### src/rtl/instr_encoder_loader_if.sv
// Field-bundle input handshake and instruction-memory write port of the loader.
// The master side is the program source and memory model; the slave side is the loader.
interface instr_encoder_loader_if #(
    parameter int ADDR_W = 10
);
    logic              in_valid;
    logic              in_ready;
    logic [3:0]        in_op;
    logic [4:0]        in_rs;
    logic [4:0]        in_rt;
    logic [4:0]        in_rd;
    logic [4:0]        in_shamt;
    logic [15:0]       in_imm;
    logic [25:0]       in_target;
    logic              im_we;
    logic              im_ready;
    logic [ADDR_W-1:0] im_addr;
    logic [31:0]       im_wdata;

    modport master (
        output in_valid, in_op, in_rs, in_rt, in_rd, in_shamt, in_imm, in_target, im_ready,
        input  in_ready, im_we, im_addr, im_wdata
    );

    modport slave (
        input  in_valid, in_op, in_rs, in_rt, in_rd, in_shamt, in_imm, in_target, im_ready,
        output in_ready, im_we, im_addr, im_wdata
    );
endinterface

### src/rtl/instr_encoder_loader.sv
// Packs MIPS instruction fields into 32-bit words, buffers them in a small FIFO and
// streams them to instruction memory at sequential word addresses.
module instr_encoder_loader #(
    parameter int          ADDR_W    = 10,
    parameter int unsigned BASE_ADDR = 0,
    parameter int          DEPTH     = 4
) (
    input  logic                   clk,
    input  logic                   rst_n,
    input  logic                   clr,
    instr_encoder_loader_if.slave  bus,
    output logic [ADDR_W:0]        wr_count,
    output logic                   err_illegal
);
    localparam int PTR_W = (DEPTH > 1) ? $clog2(DEPTH) : 1;
    localparam int CNT_W = $clog2(DEPTH + 1);
    localparam int WRC_W = ADDR_W + 1;

    localparam logic [ADDR_W-1:0] BASE     = ADDR_W'(BASE_ADDR);
    localparam logic [CNT_W-1:0]  CNT_FULL = CNT_W'(DEPTH);

    // Field-bundle op classes
    localparam logic [3:0] OP_ADDU = 4'd0;
    localparam logic [3:0] OP_SUBU = 4'd1;
    localparam logic [3:0] OP_SLT  = 4'd2;
    localparam logic [3:0] OP_SLL  = 4'd3;
    localparam logic [3:0] OP_JR   = 4'd4;
    localparam logic [3:0] OP_LUI  = 4'd5;
    localparam logic [3:0] OP_ORI  = 4'd6;
    localparam logic [3:0] OP_LW   = 4'd7;
    localparam logic [3:0] OP_SW   = 4'd8;
    localparam logic [3:0] OP_BEQ  = 4'd9;
    localparam logic [3:0] OP_JAL  = 4'd10;
    localparam logic [3:0] OP_J    = 4'd11;
    localparam logic [3:0] OP_SB   = 4'd12;
    localparam logic [3:0] OP_LH   = 4'd13;

    // MIPS primary opcodes and R-type function codes
    localparam logic [5:0] OPC_SPECIAL = 6'h00;
    localparam logic [5:0] OPC_J       = 6'h02;
    localparam logic [5:0] OPC_JAL     = 6'h03;
    localparam logic [5:0] OPC_BEQ     = 6'h04;
    localparam logic [5:0] OPC_ORI     = 6'h0D;
    localparam logic [5:0] OPC_LUI     = 6'h0F;
    localparam logic [5:0] OPC_LH      = 6'h21;
    localparam logic [5:0] OPC_LW      = 6'h23;
    localparam logic [5:0] OPC_SB      = 6'h28;
    localparam logic [5:0] OPC_SW      = 6'h2B;

    localparam logic [5:0] FN_SLL  = 6'h00;
    localparam logic [5:0] FN_JR   = 6'h08;
    localparam logic [5:0] FN_ADDU = 6'h21;
    localparam logic [5:0] FN_SUBU = 6'h23;
    localparam logic [5:0] FN_SLT  = 6'h2A;

    function automatic logic [31:0] r_type(input logic [4:0] rs, input logic [4:0] rt,
                                           input logic [4:0] rd, input logic [4:0] shamt,
                                           input logic [5:0] funct);
        return {OPC_SPECIAL, rs, rt, rd, shamt, funct};
    endfunction

    function automatic logic [31:0] i_type(input logic [5:0] opc, input logic [4:0] rs,
                                           input logic [4:0] rt, input logic [15:0] imm);
        return {opc, rs, rt, imm};
    endfunction

    function automatic logic [31:0] j_type(input logic [5:0] opc, input logic [25:0] target);
        return {opc, target};
    endfunction

    // Returns {legal, word}; fields an instruction does not use are forced to zero.
    function automatic logic [32:0] encode(input logic [3:0]  op,
                                           input logic [4:0]  rs,
                                           input logic [4:0]  rt,
                                           input logic [4:0]  rd,
                                           input logic [4:0]  shamt,
                                           input logic [15:0] imm,
                                           input logic [25:0] target);
        logic [32:0] res;
        res = '0;
        case (op)
            OP_ADDU: res = {1'b1, r_type(rs, rt, rd, 5'd0, FN_ADDU)};
            OP_SUBU: res = {1'b1, r_type(rs, rt, rd, 5'd0, FN_SUBU)};
            OP_SLT:  res = {1'b1, r_type(rs, rt, rd, 5'd0, FN_SLT)};
            OP_SLL:  res = {1'b1, r_type(5'd0, rt, rd, shamt, FN_SLL)};
            OP_JR:   res = {1'b1, r_type(rs, 5'd0, 5'd0, 5'd0, FN_JR)};
            OP_LUI:  res = {1'b1, i_type(OPC_LUI, 5'd0, rt, imm)};
            OP_ORI:  res = {1'b1, i_type(OPC_ORI, rs, rt, imm)};
            OP_LW:   res = {1'b1, i_type(OPC_LW, rs, rt, imm)};
            OP_SW:   res = {1'b1, i_type(OPC_SW, rs, rt, imm)};
            OP_BEQ:  res = {1'b1, i_type(OPC_BEQ, rs, rt, imm)};
            OP_SB:   res = {1'b1, i_type(OPC_SB, rs, rt, imm)};
            OP_LH:   res = {1'b1, i_type(OPC_LH, rs, rt, imm)};
            OP_JAL:  res = {1'b1, j_type(OPC_JAL, target)};
            OP_J:    res = {1'b1, j_type(OPC_J, target)};
            default: res = '0;
        endcase
        return res;
    endfunction

    logic [31:0]       mem [DEPTH];
    logic [PTR_W-1:0]  wr_ptr;
    logic [PTR_W-1:0]  rd_ptr;
    logic [CNT_W-1:0]  count;
    logic [ADDR_W-1:0] addr_q;

    logic [32:0] enc;
    logic        accept;
    logic        push;
    logic        pop;
    logic        not_empty;

    assign enc       = encode(bus.in_op, bus.in_rs, bus.in_rt, bus.in_rd,
                              bus.in_shamt, bus.in_imm, bus.in_target);
    assign not_empty = (count != '0);

    // Readiness depends only on registered occupancy, so a pop never opens a full FIFO
    // within the same cycle.
    assign bus.in_ready = (count < CNT_FULL) && !clr;
    assign accept       = bus.in_valid && bus.in_ready;
    assign push         = accept && enc[32];
    assign pop          = not_empty && bus.im_ready && !clr;

    assign bus.im_we    = not_empty;
    assign bus.im_addr  = addr_q;
    assign bus.im_wdata = not_empty ? mem[rd_ptr] : 32'h0;

    // Word storage carries no reset; occupancy alone decides what is visible.
    always_ff @(posedge clk) begin
        if (push) begin
            mem[wr_ptr] <= enc[31:0];
        end
    end

    always_ff @(posedge clk) begin
        if (!rst_n || clr) begin
            wr_ptr      <= '0;
            rd_ptr      <= '0;
            count       <= '0;
            addr_q      <= BASE;
            wr_count    <= '0;
            err_illegal <= 1'b0;
        end else begin
            if (push) begin
                wr_ptr <= wr_ptr + PTR_W'(1);
            end
            if (pop) begin
                rd_ptr   <= rd_ptr + PTR_W'(1);
                addr_q   <= addr_q + ADDR_W'(1);
                wr_count <= wr_count + WRC_W'(1);
            end
            case ({push, pop})
                2'b10:   count <= count + CNT_W'(1);
                2'b01:   count <= count - CNT_W'(1);
                default: count <= count;
            endcase
            if (accept && !enc[32]) begin
                err_illegal <= 1'b1;
            end
        end
    end
endmodule

### src/flat_wrapper.sv
// flat-port wrapper written by rule: the top's interface ports become plain ports
module instr_encoder_loader_flat 
#(
    parameter int          ADDR_W    = 10,
    parameter int unsigned BASE_ADDR = 0,
    parameter int          DEPTH     = 4
)
  (clk, rst_n, clr, wr_count, err_illegal, bus_in_valid, bus_in_op, bus_in_rs, bus_in_rt, bus_in_rd, bus_in_shamt, bus_in_imm, bus_in_target, bus_im_ready, bus_in_ready, bus_im_we, bus_im_addr, bus_im_wdata);
  instr_encoder_loader_if #(.ADDR_W(ADDR_W)) bus_i ();
  input  logic clk;
  input  logic rst_n;
  input  logic clr;
  output logic [ADDR_W:0] wr_count;
  output logic err_illegal;
  input wire logic [$bits(bus_i.in_valid)-1:0] bus_in_valid;
  input wire logic [$bits(bus_i.in_op)-1:0] bus_in_op;
  input wire logic [$bits(bus_i.in_rs)-1:0] bus_in_rs;
  input wire logic [$bits(bus_i.in_rt)-1:0] bus_in_rt;
  input wire logic [$bits(bus_i.in_rd)-1:0] bus_in_rd;
  input wire logic [$bits(bus_i.in_shamt)-1:0] bus_in_shamt;
  input wire logic [$bits(bus_i.in_imm)-1:0] bus_in_imm;
  input wire logic [$bits(bus_i.in_target)-1:0] bus_in_target;
  input wire logic [$bits(bus_i.im_ready)-1:0] bus_im_ready;
  output wire logic [$bits(bus_i.in_ready)-1:0] bus_in_ready;
  output wire logic [$bits(bus_i.im_we)-1:0] bus_im_we;
  output wire logic [$bits(bus_i.im_addr)-1:0] bus_im_addr;
  output wire logic [$bits(bus_i.im_wdata)-1:0] bus_im_wdata;
  assign bus_i.in_valid = bus_in_valid;
  assign bus_i.in_op = bus_in_op;
  assign bus_i.in_rs = bus_in_rs;
  assign bus_i.in_rt = bus_in_rt;
  assign bus_i.in_rd = bus_in_rd;
  assign bus_i.in_shamt = bus_in_shamt;
  assign bus_i.in_imm = bus_in_imm;
  assign bus_i.in_target = bus_in_target;
  assign bus_i.im_ready = bus_im_ready;
  assign bus_in_ready = bus_i.in_ready;
  assign bus_im_we = bus_i.im_we;
  assign bus_im_addr = bus_i.im_addr;
  assign bus_im_wdata = bus_i.im_wdata;
  instr_encoder_loader #(.ADDR_W(ADDR_W), .BASE_ADDR(BASE_ADDR), .DEPTH(DEPTH)) u_core (.clk(clk), .rst_n(rst_n), .clr(clr), .bus(bus_i), .wr_count(wr_count), .err_illegal(err_illegal));
endmodule
### config.mk
export PLATFORM = sky130hd
export DESIGN_NAME = instr_encoder_loader_flat
export DESIGN_NICKNAME = d
export VERILOG_FILES = /design/src/rtl/instr_encoder_loader_if.sv /design/src/rtl/instr_encoder_loader.sv /design/src/flat_wrapper.sv
export SDC_FILE = /design/constraint.sdc
export NUM_CORES = 1
export LEC_CHECK = 0
export ABC_AREA = 0
export BUFFER_PORTS_ARGS = -buffer_cell sky130_fd_sc_hd__buf_2
export CORE_ASPECT_RATIO = 1.5
export CORE_MARGIN = 4
export CORE_UTILIZATION = 33
export DETAILED_ROUTE_END_ITERATION = 16
export PLACE_DENSITY = 0.52
export SLEW_MARGIN = 10
export SYNTH_ARGS = -nofsm -noshare
export SYNTH_HDL_FRONTEND = slang
export SYNTH_SLANG_ARGS = --single-unit
### constraint.sdc
create_clock -name clk -period 2.6 [get_ports clk]
set_clock_uncertainty 0.1 [all_clocks]
set_input_delay 0.52 -clock clk [delete_from_list [all_inputs] [get_ports clk]]
set_output_delay 0.52 -clock clk [all_outputs]
set_load 0.1 [all_outputs]
-- Word-level counts from Yosys, hierarchy flattened
Memory sizes are Yosys's and may differ from the RTL's. A register that Yosys moved wholly into a read port is not among the register bits.
Index checks and enable logic that the tools add are counted.
- input port bits: 71
- logic and storage cells: 49
- bits in writable memories: 128
- output and inout port bits: 56
- memories: 1
- register bits after elaboration: 29
- multiplexer cells: 7
- add/subtract/negate cells: 6
- magnitude comparators: 1
- equal/unequal tests: 15
- reductions and logical operators: 13
- memory list (name ; depth ; bits a word ; rd ports ; clocked after memory_dff ; write ports ; line ; text):
    u_core.mem ; 4 ; 32 ; 1 ; 1 ; 1 ; instr_encoder_loader.sv:101 ; logic [31:0] mem [DEPTH];
- operator list (cell ; count):
    $pmux 33 s14 ; 1
    $mux 32 ; 1
    $eq 4x4->1 const B ; 6
    $eq 4x3->1 const B ; 4
    $add 11x1->11 const B ; 1
    $add 10x1->10 const B ; 1
    $eq 4x2->1 const B ; 2
    $logic_and 1x1->1 ; 6
    $pmux 3 s2 ; 1
    $add 2x1->2 const B ; 2
    $eq 4x1->1 const B ; 1
    $logic_not 4->1 ; 1
    $mux 2 ; 2
    $add 3x1->3 const B ; 1
    $logic_not 1->1 ; 3
    $lt 3x3->1 const B ; 1
    $reduce_bool 3->1 ; 1
    $sub 3x1->3 const B ; 1
    $eq 2x1->1 const B ; 1
    $eq 2x2->1 const B ; 1
    $mux 1 ; 2
    $reduce_bool 2->1 ; 1
    $logic_or 1x1->1 ; 1

-- Longest topological paths before layout
- depth after elaboration: 6
- gate-level depth with buffers: 10
- mapped depth without buffers: 9

-- Least setup slack after synthesis
Ideal clock, no wire load.
- path kind: register -> output
- start point: register u_core.count[2]
- end point: output port bus_im_wdata[21]
- path buffers: 2
- arrival: 2457 ps
- required time: 1980 ps
- setup slack: -477 ps
- stages on the path, launching flop included: 6
- cells stage by stage: dfxtp_1 -> buf_2 -> nor3_2 -> inv_1 -> clkbuf_1 -> and2_1
- word-level cells in the longest chain between the ends: 2
- ends and longest elaborated chain (element ; line ; text):
    start, declared ; instr_encoder_loader.sv:104 ; logic [CNT_W-1:0] count;
    start signal, assigned ; instr_encoder_loader.sv:153 ; 2'b10: count <= count + CNT_W'(1);
    start signal, assigned ; instr_encoder_loader.sv:154 ; 2'b01: count <= count - CNT_W'(1);
    start signal, assigned ; instr_encoder_loader.sv:155 ; default: count <= count;
    $reduce_bool 3->1 ; instr_encoder_loader.sv:115 ; assign not_empty = (count != '0);
    net bus_im_we ; flat_wrapper.sv:25 ; output wire logic [$bits(bus_i.im_we)-1:0] bus_im_we;
    $mux 32 ; instr_encoder_loader.sv:126 ; assign bus.im_wdata = not_empty ? mem[rd_ptr] : 32'h0;
    end, declared ; flat_wrapper.sv:27 ; output wire logic [$bits(bus_i.im_wdata)-1:0] bus_im_wdata;
The timed path passes the listed nets, and every way through them passes these cells.

==> impl_metrics.csv <==
group,metric,value,unit
layout,final_nets,709,
sta,slew_violations,0,
critical_path,worstSetupPathType,"flip-flop to output pin",
routing,drc,0,
layout,drive_above_1_share,0.392,
synthesis,async_flop_share,0,
min_path,whs_endpoint,"u_core.wr_count[10]",
synthesis,avgSynthCellArea,14.2,um2
layout,fillers,1878,
critical_path,cpMostUsedCell,"buf_12",
critical_path,critPathLaunchType,"flip-flop",
sta,max_freq,0.388,GHz
synthesis,synth_nets,565,
min_path,min_path_type,"flip-flop to flip-flop",
global_routing,antenna_found_initial,3,
power,peakVddDrop,0.409,mV
placed_design,dp_hpwl,11800,um
global_routing,grt_pass1_wl,27300,um
critical_path,slowest_stage,"mux4_2",
sta,rsz0062_at_grt,"true",
layout,layout.cells.non_filler,907,
sta,timing.final.hold_violations,0,
floorplanning,start_util,0.337,
critical_path,crit_fanout,8,
critical_path,rr_startpoint,"u_core.count[2]",
min_path,holdCritStartpoint,"u_core.wr_count[10]",
critical_path,r2r-end,"u_core.count[2]",
clocking,cts-root-buf,"clkbuf_16",
floorplanning,coreArea,20500,um2
routing,ant_nets,0,
sta,setup-violations-final,0,
synthesis,synthFlopType,"edfxtp_1",
global_routing,grt_max_degree,33,
critical_path,arrival,1960,ps
global_routing,track_usage,0.154,
power,p_per_area,617,nW/um2
sta,slew_headroom,0.385,
synthesis,syn_area,6910,um2
layout,mostFrequentLayoutCells,"edfxtp_1 (124), buf_2 (93), buf_12 (39), mux4_2 (31), dfxtp_1 (30)",
placed_design,dpl.cell_count,870,
clocking,cts.clk_slew.worst_paths,70,ps
critical_path,worstPathRequired,1980,ps
clocking,cts_tree,"done",
critical_path,crit_chain,"buf_12 -> buf_16 -> mux4_2 -> and2_4 -> buf_12",
routing,vias_per_cell,5.29,
routing,wl,17700,um
sta,worst_slew_pin_slew,919,ps
clocking,worstSkewPairLatency,410,ps
sta,period_share,0.993,
layout,antenna_cells,0,
global_routing,grt_overflow_total,0,
synthesis,ys_seq_area_frac,0.629,
synthesis,synth_edf_count,124,
critical_path,max_stage_delay,510,ps
floorplanning,die-area,23400,um2
sta,period_needed,2580,ps
power,total_power,5.68,mW
floorplanning,row_count,64,
synthesis,synth_warnings,0,
synthesis,synth_cell_types,52,
placed_design,io_buffers,125,
synthesis,ys_ff_latch,155,
routing,drt_iter0_markers,285,
floorplanning,chipWidth,126,um
routing,vias,4798,
clocking,clock_path_buffers,2,
clocking,clock-sinks,155,
clocking,htree_levels,4,
min_path,min_path_cells,2,
power,leakage,3.26,nW
outcome,status,"finished, final reports clean",
layout,area_growth,33.3,%
critical_path,r2r_slack,300,ps
routing,dr.pass1.iters,5,
global_routing,grt_pass1_vias,4848,
critical_path,end_kind,"output pin",
placed_design,finalWeightedCongestion,0.820,
critical_path,ff2ff_path_depth,9,
floorplanning,dieHeight,185,um
floorplanning,io_pins,127,
synthesis,syn_inst,486,
clocking,cts_buffers,17,
layout,final_common_cell,"edfxtp_1",
routing,detail_route.wl_per_cell,19.5,um
job,drv_cap,0,
-- registers in the layout, summed over array words and instances, names as in the netlist, named ones only --
| name | count |
|---|---|
| u_core.wr_ptr | 2 |
| u_core.err_illegal | 1 |
| u_core.bus.im_addr | 10 |
| u_core.mem | 124 |
| u_core.rd_ptr | 2 |
| u_core.wr_count | 11 |
| u_core.count | 3 |
-- worst max-delay path: cells and delay by family (launching register included) --
kind | cells | cell delay (ps)
muxes | 1 | 510
buffers and inverters | 3 | 440
and+or+nand+nor | 1 | 180
DFF | 1 | 410
-- stage by stage --
step           area, um2  hold slack (ps)  TNS (ps)  setup WS (ps)  utilization
2_1_floorplan       6910              384         0           20.6            -
3_3_place_gp        8470              351         0            195        0.413
5_1_grt             9210              391      -380          -52.3        0.449
4_1_cts             9230              366     -74.3          -14.8        0.450
6_report            9210              369         0           19.4        0.449
3_5_place_dp        8470              357         0            118        0.413
-- layout make-up --
| type | count | area (um2) | share of cell area |
|---|---|---|---|
| flip-flops and latches | 155 | 4350 | 0.472 |
| multi-input cells | 288 | 2460 | 0.267 |
| repair buffers | 154 | 1450 | 0.158 |
| clock buffers | 18 | 429 | 0.0466 |
| well taps | 264 | 330 | 0.0359 |
| clock inverters | 14 | 135 | 0.0147 |
| inverters | 14 | 52.6 | 0.00571 |
-- Yosys cell counts, types with 7 or more instances --
cell / instances / area, um2
a21oi_1: 29 / 145
a221o_1: 10 / 100
and2_1: 40 / 250
buf_2: 8 / 40.0
clkbuf_1: 16 / 60.1
dfxtp_1: 31 / 621
edfxtp_1: 124 / 3720
ha_1: 7 / 87.6
inv_1: 14 / 52.6
mux4_2: 31 / 698
nand2_1: 16 / 60.1
nand2b_1: 11 / 68.8
nand3_1: 7 / 35.0
nor2_1: 22 / 82.6
o21ai_0: 13 / 65.1
o31ai_1: 7 / 52.6
or4_1: 7 / 52.6
-- power breakdown --
group / switching (mW) / total, mW / leakage, nW / internal [mW]
logic: 0.353 / 0.573 / 1.60 / 0.220
clock network: 1.03 / 2.37 / 0.270 / 1.34
registers: 0.00937 / 2.74 / 1.39 / 2.74
total: 1.39 / 5.68 / 3.26 / 4.29
-- metal layers --
metal | routed length [um] | part of all wire | GRT usage
met4 | 373 | 0.021 | 0.0588
met2 | 8990 | 0.51 | 0.268
met5 | 22 | 0.0012 | 0
met3 | 1270 | 0.071 | 0.0395
met1 | 7070 | 0.40 | 0.183
-- timing repair --
action                     4_1_cts  5_1_grt
hold endpoints to repair         0        0
pin swaps                        1        0
setup endpoints to repair       32       26
resized for setup               28        3
cloned                           3        0
buffers inserted                 3        0
hold buffers                     0        0
-- logic make-up after synthesis --
group	Yosys count	share of synthesized area
AND/OR/NAND/NOR	144	0.120
buffers and inverters	43	0.0254
AO/OA/AOI/OAI	89	0.0882
adder cells (fa/ha/maj)	8	0.0156
flip-flops	155	0.629
multiplexers	38	0.111
XOR/XNOR	8	0.0101
other	1	0.000543
-- worst max-delay path by stage --
| stage | startpoint | endpoint | slack, ps | depth (start not counted) |
|---|---|---|---|---|
| 2_1_floorplan | u_core.count[2] | bus_im_wdata[21] | 20 | 5 |
| 3_3_place_gp | clr | u_core.count[2] | 190 | 10 |
| 3_5_place_dp | clr | u_core.count[2] | 120 | 10 |
| 4_1_cts | flip-flop | bus_im_wdata[7] | -10 | 5 |
| 5_1_grt | flip-flop | bus_im_wdata[26] | -50 | 5 |
| 6_report | flip-flop | bus_im_wdata[26] | 20 | 5 |
No activity file was read; power rests on OpenSTA's default activity.
